### src/rtl/int_stim_pkg.sv
// Shared definitions for the interrupt stimulus generator: the per-channel
// state enum, the default acknowledge address and the counter width.
package int_stim_pkg;

    typedef enum logic [1:0] {
        ST_ARMED   = 2'd0,
        ST_PENDING = 2'd1,
        ST_HOLDOFF = 2'd2,
        ST_DONE    = 2'd3
    } chan_state_e;

    localparam logic [31:0] ACK_ADDR_DEFAULT = 32'h7F20;
    localparam int unsigned CNT_W            = 8;

endpackage

### src/rtl/int_stim_chan.sv
// One interrupt channel: trigger-PC register, state machine, pulse-length
// counter and fire counter. fire_done pulses in the cycle a firing completes.
module int_stim_chan
    import int_stim_pkg::*;
#(
    parameter int unsigned PULSE_W   = 0,
    parameter int unsigned MAX_FIRES = 1,
    parameter logic [31:0] INIT_PC   = 32'h3010
) (
    input  logic        clk,
    input  logic        reset,
    input  logic [31:0] pc_aligned,
    input  logic        ack,
    input  logic        cfg_wr,
    input  logic [31:0] cfg_pc,
    output logic        irq,
    output logic        done,
    output logic        fire_done
);

    localparam int unsigned     PULSE_LAST = (PULSE_W > 0) ? PULSE_W - 1 : 0;
    localparam int unsigned     PCNT_W     = (PULSE_LAST > 0) ? $clog2(PULSE_LAST + 1) : 1;
    localparam logic [CNT_W-1:0] MAX_F     = CNT_W'(MAX_FIRES);

    chan_state_e       state_q, state_d;
    logic [31:0]       trig_pc_q, trig_pc_d;
    logic [CNT_W-1:0]  fires_q, fires_d;
    logic [PCNT_W-1:0] pulse_q, pulse_d;
    logic              irq_q, irq_d;
    logic              done_q, done_d;
    logic              pend_end;

    // Next-state logic; a cfg write overrides any trigger or ack this cycle
    always_comb begin
        state_d   = state_q;
        trig_pc_d = trig_pc_q;
        fires_d   = fires_q;
        pulse_d   = pulse_q;
        pend_end  = 1'b0;
        fire_done = 1'b0;
        if (cfg_wr) begin
            trig_pc_d = cfg_pc;
            state_d   = ST_ARMED;
            fires_d   = '0;
            pulse_d   = '0;
        end else begin
            unique case (state_q)
                ST_ARMED: begin
                    if (pc_aligned == trig_pc_q) begin
                        state_d = ST_PENDING;
                        pulse_d = '0;
                    end
                end
                ST_PENDING: begin
                    if (PULSE_W == 0) begin
                        pend_end = ack;
                    end else begin
                        pend_end = ack || (pulse_q == PCNT_W'(PULSE_LAST));
                    end
                    pulse_d = pulse_q + 1'b1;
                    if (pend_end) begin
                        fire_done = 1'b1;
                        fires_d   = fires_q + 1'b1;
                        state_d   = (fires_d >= MAX_F) ? ST_DONE : ST_HOLDOFF;
                    end
                end
                ST_HOLDOFF: begin
                    if (pc_aligned != trig_pc_q) begin
                        state_d = ST_ARMED;
                    end
                end
                ST_DONE: begin
                    state_d = ST_DONE;
                end
                default: begin
                    state_d = ST_ARMED;
                end
            endcase
        end
        irq_d  = (state_d == ST_PENDING);
        done_d = (state_d == ST_DONE);
    end

    // State and registered outputs with synchronous reset
    always_ff @(posedge clk) begin
        if (reset) begin
            state_q   <= ST_ARMED;
            trig_pc_q <= INIT_PC;
            fires_q   <= '0;
            pulse_q   <= '0;
            irq_q     <= 1'b0;
            done_q    <= 1'b0;
        end else begin
            state_q   <= state_d;
            trig_pc_q <= trig_pc_d;
            fires_q   <= fires_d;
            pulse_q   <= pulse_d;
            irq_q     <= irq_d;
            done_q    <= done_d;
        end
    end

    assign irq  = irq_q;
    assign done = done_q;

endmodule

### src/rtl/int_stim_gen.sv
// Interrupt stimulus generator: NCH channels raise irq when the CPU PC hits
// their trigger address and drop it on a store to ACK_ADDR (or after PULSE_W
// cycles). Optional macro INT_STIM_ACK_MASK_EN makes the ack per-channel,
// selected by m_data_wdata bits.
module int_stim_gen
    import int_stim_pkg::*;
#(
    parameter int unsigned       NCH       = 3,
    parameter logic [31:0]       ACK_ADDR  = ACK_ADDR_DEFAULT,
    parameter int unsigned       PULSE_W   = 0,
    parameter int unsigned       MAX_FIRES = 1,
    parameter logic [NCH*32-1:0] INIT_PC   = {NCH{32'h3010}}
) (
    input  logic             clk,
    input  logic             reset,
    input  logic [31:0]      macroscopic_pc,
    input  logic [31:0]      m_data_addr,
    input  logic [3:0]       m_data_byteen,
    input  logic [31:0]      m_data_wdata,
    input  logic             cfg_we,
    input  logic [2:0]       cfg_ch,
    input  logic [31:0]      cfg_pc,
    output logic [NCH-1:0]   irq,
    output logic             interrupt,
    output logic [CNT_W-1:0] fire_total,
    output logic             all_done
);

    logic [31:0]      pc_aligned;
    logic             ack_hit;
    logic [NCH-1:0]   done;
    logic [NCH-1:0]   fire_done;
    logic [3:0]       fire_sum;
    logic [CNT_W:0]   total_ext;
    logic [CNT_W-1:0] fire_total_q, fire_total_d;
    logic             unused_wdata;

    assign pc_aligned   = macroscopic_pc & ~32'd3;
    assign ack_hit      = (|m_data_byteen) && ((m_data_addr & ~32'd3) == ACK_ADDR);
    assign unused_wdata = ^m_data_wdata;

    for (genvar i = 0; i < NCH; i++) begin : g_chan
        logic ack_i;
`ifdef INT_STIM_ACK_MASK_EN
        assign ack_i = ack_hit && m_data_wdata[i];
`else
        assign ack_i = ack_hit;
`endif
        int_stim_chan #(
            .PULSE_W   (PULSE_W),
            .MAX_FIRES (MAX_FIRES),
            .INIT_PC   (INIT_PC[i*32 +: 32])
        ) u_chan (
            .clk        (clk),
            .reset      (reset),
            .pc_aligned (pc_aligned),
            .ack        (ack_i),
            .cfg_wr     (cfg_we && (cfg_ch == 3'(i))),
            .cfg_pc     (cfg_pc),
            .irq        (irq[i]),
            .done       (done[i]),
            .fire_done  (fire_done[i])
        );
    end

    // Saturating sum of firings completed across all channels this cycle
    always_comb begin
        fire_sum = '0;
        for (int unsigned k = 0; k < NCH; k++) begin
            fire_sum = fire_sum + {3'b000, fire_done[k]};
        end
        total_ext    = {1'b0, fire_total_q} + (CNT_W + 1)'(fire_sum);
        fire_total_d = total_ext[CNT_W] ? '1 : total_ext[CNT_W-1:0];
    end

    // Fire total register, cleared by reset so a pending firing is never counted
    always_ff @(posedge clk) begin
        if (reset) begin
            fire_total_q <= '0;
        end else begin
            fire_total_q <= fire_total_d;
        end
    end

    assign fire_total = fire_total_q;
    assign interrupt  = |irq;
    assign all_done   = &done;

endmodule

### config.mk
export PLATFORM = sky130hd
export DESIGN_NAME = int_stim_gen
export DESIGN_NICKNAME = d
export VERILOG_FILES = /design/src/rtl/int_stim_pkg.sv /design/src/rtl/int_stim_chan.sv /design/src/rtl/int_stim_gen.sv
export SDC_FILE = /design/constraint.sdc
export NUM_CORES = 1
export LEC_CHECK = 0
export CORE_ASPECT_RATIO = 2
export CORE_MARGIN = 1
export CORE_UTILIZATION = 45
export DETAILED_ROUTE_END_ITERATION = 8
export PLACE_DENSITY = 0.85
export SETUP_SLACK_MARGIN = 0.5
export SYNTH_ARGS = -nofsm -noshare
export SYNTH_HDL_FRONTEND = slang
export SYNTH_SLANG_ARGS = --single-unit
### constraint.sdc
create_clock -name clk -period 4.78 [get_ports clk]
set_clock_uncertainty 0.1 [all_clocks]
set_input_delay 1.434 -clock clk [delete_from_list [all_inputs] [get_ports clk]]
set_output_delay 1.434 -clock clk [all_outputs]
set_load 0.01 [all_outputs]
==> results of run 1 <==
-- worst paths after layout --
check                                      from                       endpoint  slack [ns]  cells past startpoint
setup / recovery                 m_data_addr[3]                  fire_total[3]        0.59                     13
hold reg to reg   g_chan[0].u_chan.trig_pc_q[1]  g_chan[0].u_chan.trig_pc_q[1]        0.36                      2
hold / removal    g_chan[0].u_chan.trig_pc_q[1]  g_chan[0].u_chan.trig_pc_q[1]        0.36                      2
setup reg to reg    g_chan[2].u_chan.state_q[0]                  fire_total[3]        1.86                     10
-- stage by stage --
step	cells	total power [W]
global route	1146	0.002956
finish	1146	0.002879
floorplan	823	0.001319
CTS	1144	0.002878
global placement	1107	0.001471
detailed placement	1107	0.001477
-- logic make-up (layout without fill, tap and decap cells) --
family	count (synthesis)	count (layout)	share of synthesized area (%)
simple gates	375	375	27.94
flops	140	140	41.34
compound gates	126	126	10.06
xor+xnor	112	112	14.47
buf+inv	54	182	3.156
fa+ha+maj	12	12	2.436
mux	4	4	0.5906
-- state kept, by name, indices dropped and copies added (netlist names) --
register / count
g_chan.u_chan.trig_pc_q: 96
g_chan.u_chan.irq: 3
g_chan.u_chan.fires_q: 24
fire_total: 8
g_chan.u_chan.state_q: 6
g_chan.u_chan.done: 3
-- area by class of cell --
class | count | share of cell area (%)
tap | 195 | 2.740
sequential | 140 | 31.47
timing repair buffer | 137 | 15.07
clock inverter | 9 | 1.798
multi-input combinational | 629 | 42.89
inverter | 14 | 0.5901
clock buffer | 22 | 5.437
-- cells in the mapped netlist, types with 2 or more instances --
master	instances	area share [%]
sky130_fd_sc_hd__o211ai_1	5	0.55
sky130_fd_sc_hd__inv_1	14	0.78
sky130_fd_sc_hd__nand3_1	9	0.66
sky130_fd_sc_hd__or4_1	4	0.44
sky130_fd_sc_hd__mux2i_1	4	0.59
sky130_fd_sc_hd__nand4_1	23	2.1
sky130_fd_sc_hd__and4b_1	2	0.30
sky130_fd_sc_hd__a31oi_1	2	0.18
sky130_fd_sc_hd__or2_2	2	0.18
sky130_fd_sc_hd__clkbuf_1	37	2.0
sky130_fd_sc_hd__xnor2_1	36	4.7
sky130_fd_sc_hd__xor2_1	76	9.8
sky130_fd_sc_hd__o21ai_0	4	0.30
sky130_fd_sc_hd__and3_1	5	0.46
sky130_fd_sc_hd__nand3b_1	9	1.0
sky130_fd_sc_hd__and4_1	2	0.26
sky130_fd_sc_hd__nor2_1	42	2.3
sky130_fd_sc_hd__ha_1	10	1.8
sky130_fd_sc_hd__nand2_1	215	12
sky130_fd_sc_hd__dfxtp_1	140	41
sky130_fd_sc_hd__a21oi_1	103	7.6
sky130_fd_sc_hd__and2_1	3	0.28
sky130_fd_sc_hd__nand2b_1	5	0.46
sky130_fd_sc_hd__buf_4	3	0.33
sky130_fd_sc_hd__nor3b_1	2	0.22
sky130_fd_sc_hd__nor4_1	17	1.6
sky130_fd_sc_hd__a211oi_1	2	0.22
sky130_fd_sc_hd__nor4b_4	4	1.4
sky130_fd_sc_hd__or3_1	2	0.18
sky130_fd_sc_hd__nand3_2	2	0.30
sky130_fd_sc_hd__o41ai_1	2	0.26
sky130_fd_sc_hd__a211o_1	2	0.26
sky130_fd_sc_hd__nor3_1	14	1.0
sky130_fd_sc_hd__nor4_4	4	1.3
sky130_fd_sc_hd__fa_1	2	0.59
sky130_fd_sc_hd__nor2b_1	3	0.28
-- power groups by stage --
| stage | Clock [W] | Combinational (W) | Sequential [W] |
|---|---|---|---|
| floorplan | 0 | 0.0000993 | 0.00122 |
| global placement | 0 | 0.000250 | 0.00122 |
| detailed placement | 0 | 0.000254 | 0.00122 |
| CTS | 0.00143 | 0.000253 | 0.00120 |
| global route | 0.00149 | 0.000273 | 0.00120 |
| finish | 0.00142 | 0.000259 | 0.00120 |
-- routing by layer --
metal	GRT usage, %	vias up	routed length (µm)
met5	0	-	0
met4	19.89	0	1590
met1	27.65	3036	6859
met3	7.096	97	1541
met2	48.88	311	10910
li1	-	2990	-
-- cells in the final DEF, fill, tap and decap left out, types with 5 or more instances in the layout --
| cell type | netlist | routed |
|---|---|---|
| sky130_fd_sc_hd__dfxtp_1 | 140 | 140 |
| sky130_fd_sc_hd__nand4_1 | 23 | 23 |
| sky130_fd_sc_hd__dlygate4sd2_1 | 0 | 8 |
| sky130_fd_sc_hd__nor4_4 | 4 | 5 |
| sky130_fd_sc_hd__clkbuf_16 | 0 | 17 |
| sky130_fd_sc_hd__nor3_1 | 14 | 13 |
| sky130_fd_sc_hd__and3_1 | 5 | 5 |
| sky130_fd_sc_hd__xor2_1 | 76 | 76 |
| sky130_fd_sc_hd__nand3_1 | 9 | 9 |
| sky130_fd_sc_hd__a21oi_1 | 103 | 103 |
| sky130_fd_sc_hd__nand2_1 | 215 | 213 |
| sky130_fd_sc_hd__xnor2_1 | 36 | 36 |
| sky130_fd_sc_hd__o211ai_1 | 5 | 5 |
| sky130_fd_sc_hd__buf_4 | 3 | 21 |
| sky130_fd_sc_hd__nand3b_1 | 9 | 9 |
| sky130_fd_sc_hd__ha_1 | 10 | 9 |
| sky130_fd_sc_hd__clkdlybuf4s50_1 | 0 | 85 |
| sky130_fd_sc_hd__nor4_1 | 17 | 17 |
| sky130_fd_sc_hd__nor2_1 | 42 | 42 |
| sky130_fd_sc_hd__clkdlybuf4s15_1 | 0 | 5 |
| sky130_fd_sc_hd__dlymetal6s2s_1 | 0 | 14 |
| sky130_fd_sc_hd__inv_1 | 14 | 13 |
| sky130_fd_sc_hd__nand2b_1 | 5 | 5 |
-- worst min-delay path, delay by kind of cell, from the launching register on --
family	cells	cell delay (ns)
simple gates	1	0.05
flops	1	0.31
compound gates	1	0.05
-- what timing repair did --
item / 4_1_cts / 5_1_grt
resized for setup: 18 / 25
setup endpoints to repair: 7 / 8
pin swaps: 16 / 17
buffers inserted: 6 / 2
endpoints found under the hold margin: 0 / 0
hold buffers: 0 / 0
==> reports/qor_table.md, run 1 <==
| Parameter | This run | Unit |
| --- | --- | --- |
| Share of synthesized registers carrying an async set or reset | 0 | % |
| Setup repair after global routing missed its margin | false | - |
| Cell variety after synth | 48 | - |
| Design area | 8906 | µm² |
| Hold Worst Slack | 0.3614 | ns |
| Clock insertion delay at the later pin of the skew report | 0.42 | ns |
| Final core utilization | 60.42 | % |
| I/O pin cnt | 151 | - |
| CTS Root Buffer Type | sky130_fd_sc_hd__clkbuf_16 | - |
| Via count | 6434 | - |
| Buffer and inverter count on the worst path | 3 | - |
| Startpoint class of the critical path | primary input | - |
| Run status | finished, final reports clean | - |
| Drt pass-1 iters | 9 | - |
| Count of input and output buffers | 114 | - |
| Largest fanout on the critical path | 6 | - |
| Antenna Diode Count | 0 | - |
| Total area of multi-input combinational cells | 3820 | µm² |
| Vertical die dimension | 175.6 | µm |
| Cell area power density | 323.2 | nW/µm² |
| Horizontal die dimension | 88.79 | µm |
| Mapped cell area | 6779 | µm² |
| All-layer global routing usage | 27.94 | % |
| Type of element capturing the critical path | flop | - |
| Maximum number of pins on one net before global-route repair | 110 | - |
| Placeable core area | 14740 | µm² |
| Least-Margin Pin Slew | 1.097 | ns |
| Post-synthesis net count | 973 | - |
| WP data arrival | 4.35 | ns |
| Leakage power | 3.425 | nW |
| TritonCTS clock tree | yes | - |
| Clock Power Share | 49.4 | % |
| DR iter-0 viols | 511 | - |
| Number of global-route vias before repair | 6482 | - |
| Switching part of the total power | 22.52 | % |
| Cell internal pwr | 0.002230 | W |
| First-pass GRT wire length | 32420 | µm |
| Top flip-flop cell by instance count after synthesis | sky130_fd_sc_hd__dfxtp_1 | - |
| Synthesized area per cell | 8.237 | µm² |
| YS warnings | 0 | - |
| CTS buffer count | 17 | - |
| Gate power share | 9.0 | % |
| Maximum count of clock buffers along a single path | 2 | - |
| Post-synthesis to final-layout area growth | 31.38 | % |
| Reg clk slew, reported paths | 0.06 | ns |
| Total die area | 15590 | µm² |
| Row count | 63 | - |
| Fill cell count | 1191 | - |
| Number of levels in the clock H-tree | 4 | - |
| Global placer's final weighted congestion | 0.8779 | - |
| Fraction of layout instances using a drive strength above 1 | 8.517 | % |
| HPWL after detailed placement | 14120 | µm |
| Class of the tightest hold or removal check | flop to flop | - |
| Count of state elements after synthesis | 140 | - |
| Max Cap Viol | 0 | - |
| Standard cell area after detailed placement | 8148 | µm² |
| Number of flops mapped to enable cells by yosys | 0 | - |
| Antenna violations before repair | 0 | - |
| Time the final worst path needs with I/O delays and setup | 4.188 | ns |
| Ordered cell list for the critical path | clkdlybuf4s15_1, nor4b_4, nand4_4, buf_6, nor4_4, nand2_2, fa_1, inv_2, ha_4, fa_2, and4_4, nand4_1, a21oi_1 | - |
| Cell family with the largest share of critical-path delay | simple AND/OR/NAND/NOR gates | - |
| Total area of sequential cells | 2803 | µm² |
| Share of synthesized area occupied by flip-flops and latches | 41.34 | % |
| Worst supply voltage drop on vdd | 0.2588 | mV |
| Cells after synthesis | 823 | - |
| Wire length per cell | 18.24 | µm |
| Clk sink count | 140 | - |
| Data required time at the worst endpoint | 4.94 | ns |
| Post-route DRC | 0 | - |
| Final count of negative-setup-slack endpoints | 0 | - |
| Vias per inst | 5.614 | - |
| Total Wirelength | 20900 | µm |
| Worst rel slew slack | 26.86 | % |
| Minimum setup slack after placement | 0.01019 | ns |
| Final worst setup slack | 0.5915 | ns |
| Antenna-violating nets left | 0 | - |
| Register share of total power | 41.6 | % |
| Pins Over Slew Limit | 0 | - |
| Summed negative setup slack over all endpoints | 0 | ns |
| Slowest cell on the critical path | sky130_fd_sc_hd__fa_1 | - |
| Net total in the final layout | 1089 | - |
| Tcrit/Tclk final | 87.63 | % |
| Initial core utilization | 45.99 | % |
| Final global-route overflow total | 0 | - |
| Number of failing hold endpoints at the final stage | 0 | - |
| Worst setup path class | primary input to flop | - |
| Critical path's largest stage delay | 0.56 | ns |
| FMAX | 0.2388 | GHz |
| Sw power | 0.0006484 | W |
Power figures use the tool's default switching activity.
==> inputs of run 2 (changes only) <==
--- a/config.mk
+++ b/config.mk
@@ -8,6 +8,7 @@
 export CORE_ASPECT_RATIO = 2
 export CORE_MARGIN = 1
 export CORE_UTILIZATION = 45
+export CTS_BUF_LIST = sky130_fd_sc_hd__clkbuf_4 sky130_fd_sc_hd__clkbuf_8
 export DETAILED_ROUTE_END_ITERATION = 8
 export PLACE_DENSITY = 0.85
 export SETUP_SLACK_MARGIN = 0.5
==> reports/qor_table.md, run 2 (same netlist as run 1, synthesis figures left out) <==
| Parameter | This run | Unit | vs previous |
| --- | --- | --- | --- |
| Run status | finished, final reports clean | - |  |
| Via count | 6249 | - | -2.9% |
| All-layer global routing usage | 26.19 | % | -1.7 points |
| Maximum count of clock buffers along a single path | 2 | - | unchanged |
| Cell family with the largest share of critical-path delay | simple AND/OR/NAND/NOR gates | - |  |
| Count of input and output buffers | 114 | - | unchanged |
| Time the final worst path needs with I/O delays and setup | 4.191 | ns | +0.002270 ns |
| Antenna Diode Count | 0 | - | unchanged |
| Horizontal die dimension | 88.79 | µm | unchanged |
| Antenna violations before repair | 0 | - | unchanged |
| Buffer and inverter count on the worst path | 2 | - | -1 |
| Row count | 63 | - | unchanged |
| Number of global-route vias before repair | 6259 | - | -3.4% |
| I/O pin cnt | 151 | - | unchanged |
| DR iter-0 viols | 410 | - | -20% |
| Leakage power | 3.389 | nW | -1.1% |
| Clk sink count | 140 | - | unchanged |
| Minimum setup slack after placement | 0.01019 | ns | unchanged |
| Register share of total power | 47.3 | % | +5.7 points |
| Type of element capturing the critical path | flop | - |  |
| Number of levels in the clock H-tree | 4 | - | unchanged |
| Largest fanout on the critical path | 6 | - | unchanged |
| Setup repair after global routing missed its margin | false | - |  |
| Summed negative setup slack over all endpoints | 0 | ns | unchanged |
| TritonCTS clock tree | yes | - |  |
| Slowest cell on the critical path | sky130_fd_sc_hd__fa_1 | - |  |
| Max Cap Viol | 0 | - | unchanged |
| Ordered cell list for the critical path | clkdlybuf4s50_1, and4b_1, nand3_2, nor4_4, nand2_2, fa_1, inv_1, ha_2, fa_2, and4_4, nand4_1, a21oi_1 | - |  |
| First-pass GRT wire length | 30570 | µm | -5.7% |
| Most common cell after layout, fill and taps aside | sky130_fd_sc_hd__nand2_1 | - |  |
| Post-route DRC | 0 | - | unchanged |
| Flip-flop count of the largest register, all copies and words added | 96 | - | unchanged |
| Final global-route overflow total | 0 | - | unchanged |
| Cell area power density | 290.6 | nW/µm² | -10% |
| Pins Over Slew Limit | 0 | - | unchanged |
| Class of the tightest hold or removal check | flop to flop | - |  |
| CTS Root Buffer Type | sky130_fd_sc_hd__clkbuf_8 | - |  |
| Cell internal pwr | 0.001933 | W | -13% |
| Data required time at the worst endpoint | 4.97 | ns | +0.03 ns |
| Sw power | 0.0005954 | W | -8.2% |
| Least-Margin Pin Slew | 1.091 | ns | -0.005777 ns |
| Vias per inst | 5.472 | - | -2.5% |
| Largest register by flop count | g_chan.u_chan.trig_pc_q | - |  |
| Drt pass-1 iters | 8 | - | -1 |
| FMAX | 0.2386 | GHz | about the same |
| Worst supply voltage drop on vdd | 0.1857 | mV | -28% |
| Worst setup path class | primary input to flop | - |  |
| Clock insertion delay at the later pin of the skew report | 0.45 | ns | +0.03 ns |
| Critical path's largest stage delay | 0.52 | ns | -0.04 ns |
| Placeable core area | 14740 | µm² | unchanged |
| Gate power share | 10.2 | % | +1.2 points |
| Most frequent cells in the layout | sky130_fd_sc_hd__nand2_1 (213), sky130_fd_sc_hd__dfxtp_1 (140), sky130_fd_sc_hd__a21oi_1 (103) | - |  |
| Power consumption | 0.002528 | W | -12% |
| CTS buffer count | 17 | - | unchanged |
| Final worst setup slack | 0.5892 | ns | -0.002270 ns |
| WP data arrival | 4.38 | ns | +0.03 ns |
| Antenna-violating nets left | 0 | - | unchanged |
| Final count of negative-setup-slack endpoints | 0 | - | unchanged |
| Wire length per cell | 17.15 | µm | -6.0% |
| Net total in the final layout | 1085 | - | -0.37% |
| Startpoint class of the critical path | primary input | - |  |
| Clock Power Share | 42.6 | % | -6.8 points |
| Vertical die dimension | 175.6 | µm | unchanged |
| Worst reg2reg setup slack | 1.98 | ns | +0.12 ns |
| Final core utilization | 59.03 | % | -1.4 points |
| Total Wirelength | 19590 | µm | -6.3% |
| Global placer's final weighted congestion | 0.8779 | - | unchanged |
| Reg clk slew, reported paths | 0.08 | ns | +0.02 ns |
| Fraction of layout instances using a drive strength above 1 | 8.025 | % | -0.49 points |
| HPWL after detailed placement | 14120 | µm | unchanged |
| Tcrit/Tclk final | 87.67 | % | about the same |
| Number of failing hold endpoints at the final stage | 0 | - | unchanged |
| Maximum number of pins on one net before global-route repair | 110 | - | unchanged |
| Switching part of the total power | 23.55 | % | +1.0 points |
| Post-synthesis to final-layout area growth | 28.35 | % |  |
| Total die area | 15590 | µm² | unchanged |
| Worst rel slew slack | 27.24 | % | +0.39 points |
| Initial core utilization | 45.99 | % | unchanged |
==> run 2: metal layers <==
metal  vias to the layer above  GRT usage, %  wire (µm)
li1                       2986             -          -
met1                      2918         25.82       6650
met2                       261         46.28      10200
met3                        84         5.075       1199
met4                         0         20.16       1541
met5                         -             0          0
==> run 2: layout make-up <==
type	count	area (µm²)
timing repair buffer	133	1343
fill	1232	6040
sequential	140	2803
inverter	14	52.55
multi-input combinational	629	3802
clock buffer	22	296.5
clock inverter	9	160.2
tap	195	244.0
==> run 2: final timing paths <==
path / cells past startpoint / endpoint / start
setup / recovery: 12 / fire_total[4] / m_data_addr[8]
hold / removal: 2 / g_chan[1].u_chan.trig_pc_q[0] / g_chan[1].u_chan.trig_pc_q[0]
setup reg to reg: 10 / fire_total[4] / g_chan[2].u_chan.state_q[0]
hold reg to reg: 2 / g_chan[1].u_chan.trig_pc_q[0] / g_chan[1].u_chan.trig_pc_q[0]
==> run 2: worst min-delay path: cells and delay by family, from the launching register on <==
family	cells	cell delay [ns]
simple gates	1	0.05
compound gates	1	0.05
flops	1	0.31
==> run 2: stage by stage <==
step                instances  hold slack, ns  cell area (µm²)
global placement         1107          0.3433             8148
floorplan                 823          0.3364             6798
global route             1142          0.3868             8701
CTS                      1138          0.3617             8607
detailed placement       1107          0.3512             8148
finish                   1142          0.3595             8701
==> run 2: power groups by stage <==
stage / Combinational [W] / Clock, W / Sequential, W
6_report: 0.000257 / 0.00108 / 0.00120
5_1_grt: 0.000272 / 0.00114 / 0.00120
4_1_cts: 0.000256 / 0.00109 / 0.00120
3_5_place_dp: 0.000254 / 0 / 0.00122
3_3_place_gp: 0.000250 / 0 / 0.00122
2_1_floorplan: 0.0000993 / 0 / 0.00122
==> run 2: what timing repair did <==
action | 4_1_cts | 5_1_grt
setup buffers | 0 | 4
hold endpoints to repair | 0 | 0
hold buffers | 0 | 0
pin swaps | 1 | 15
resized for setup | 1 | 25
cloned | 0 | 0
setup endpoints to repair | 7 | 8
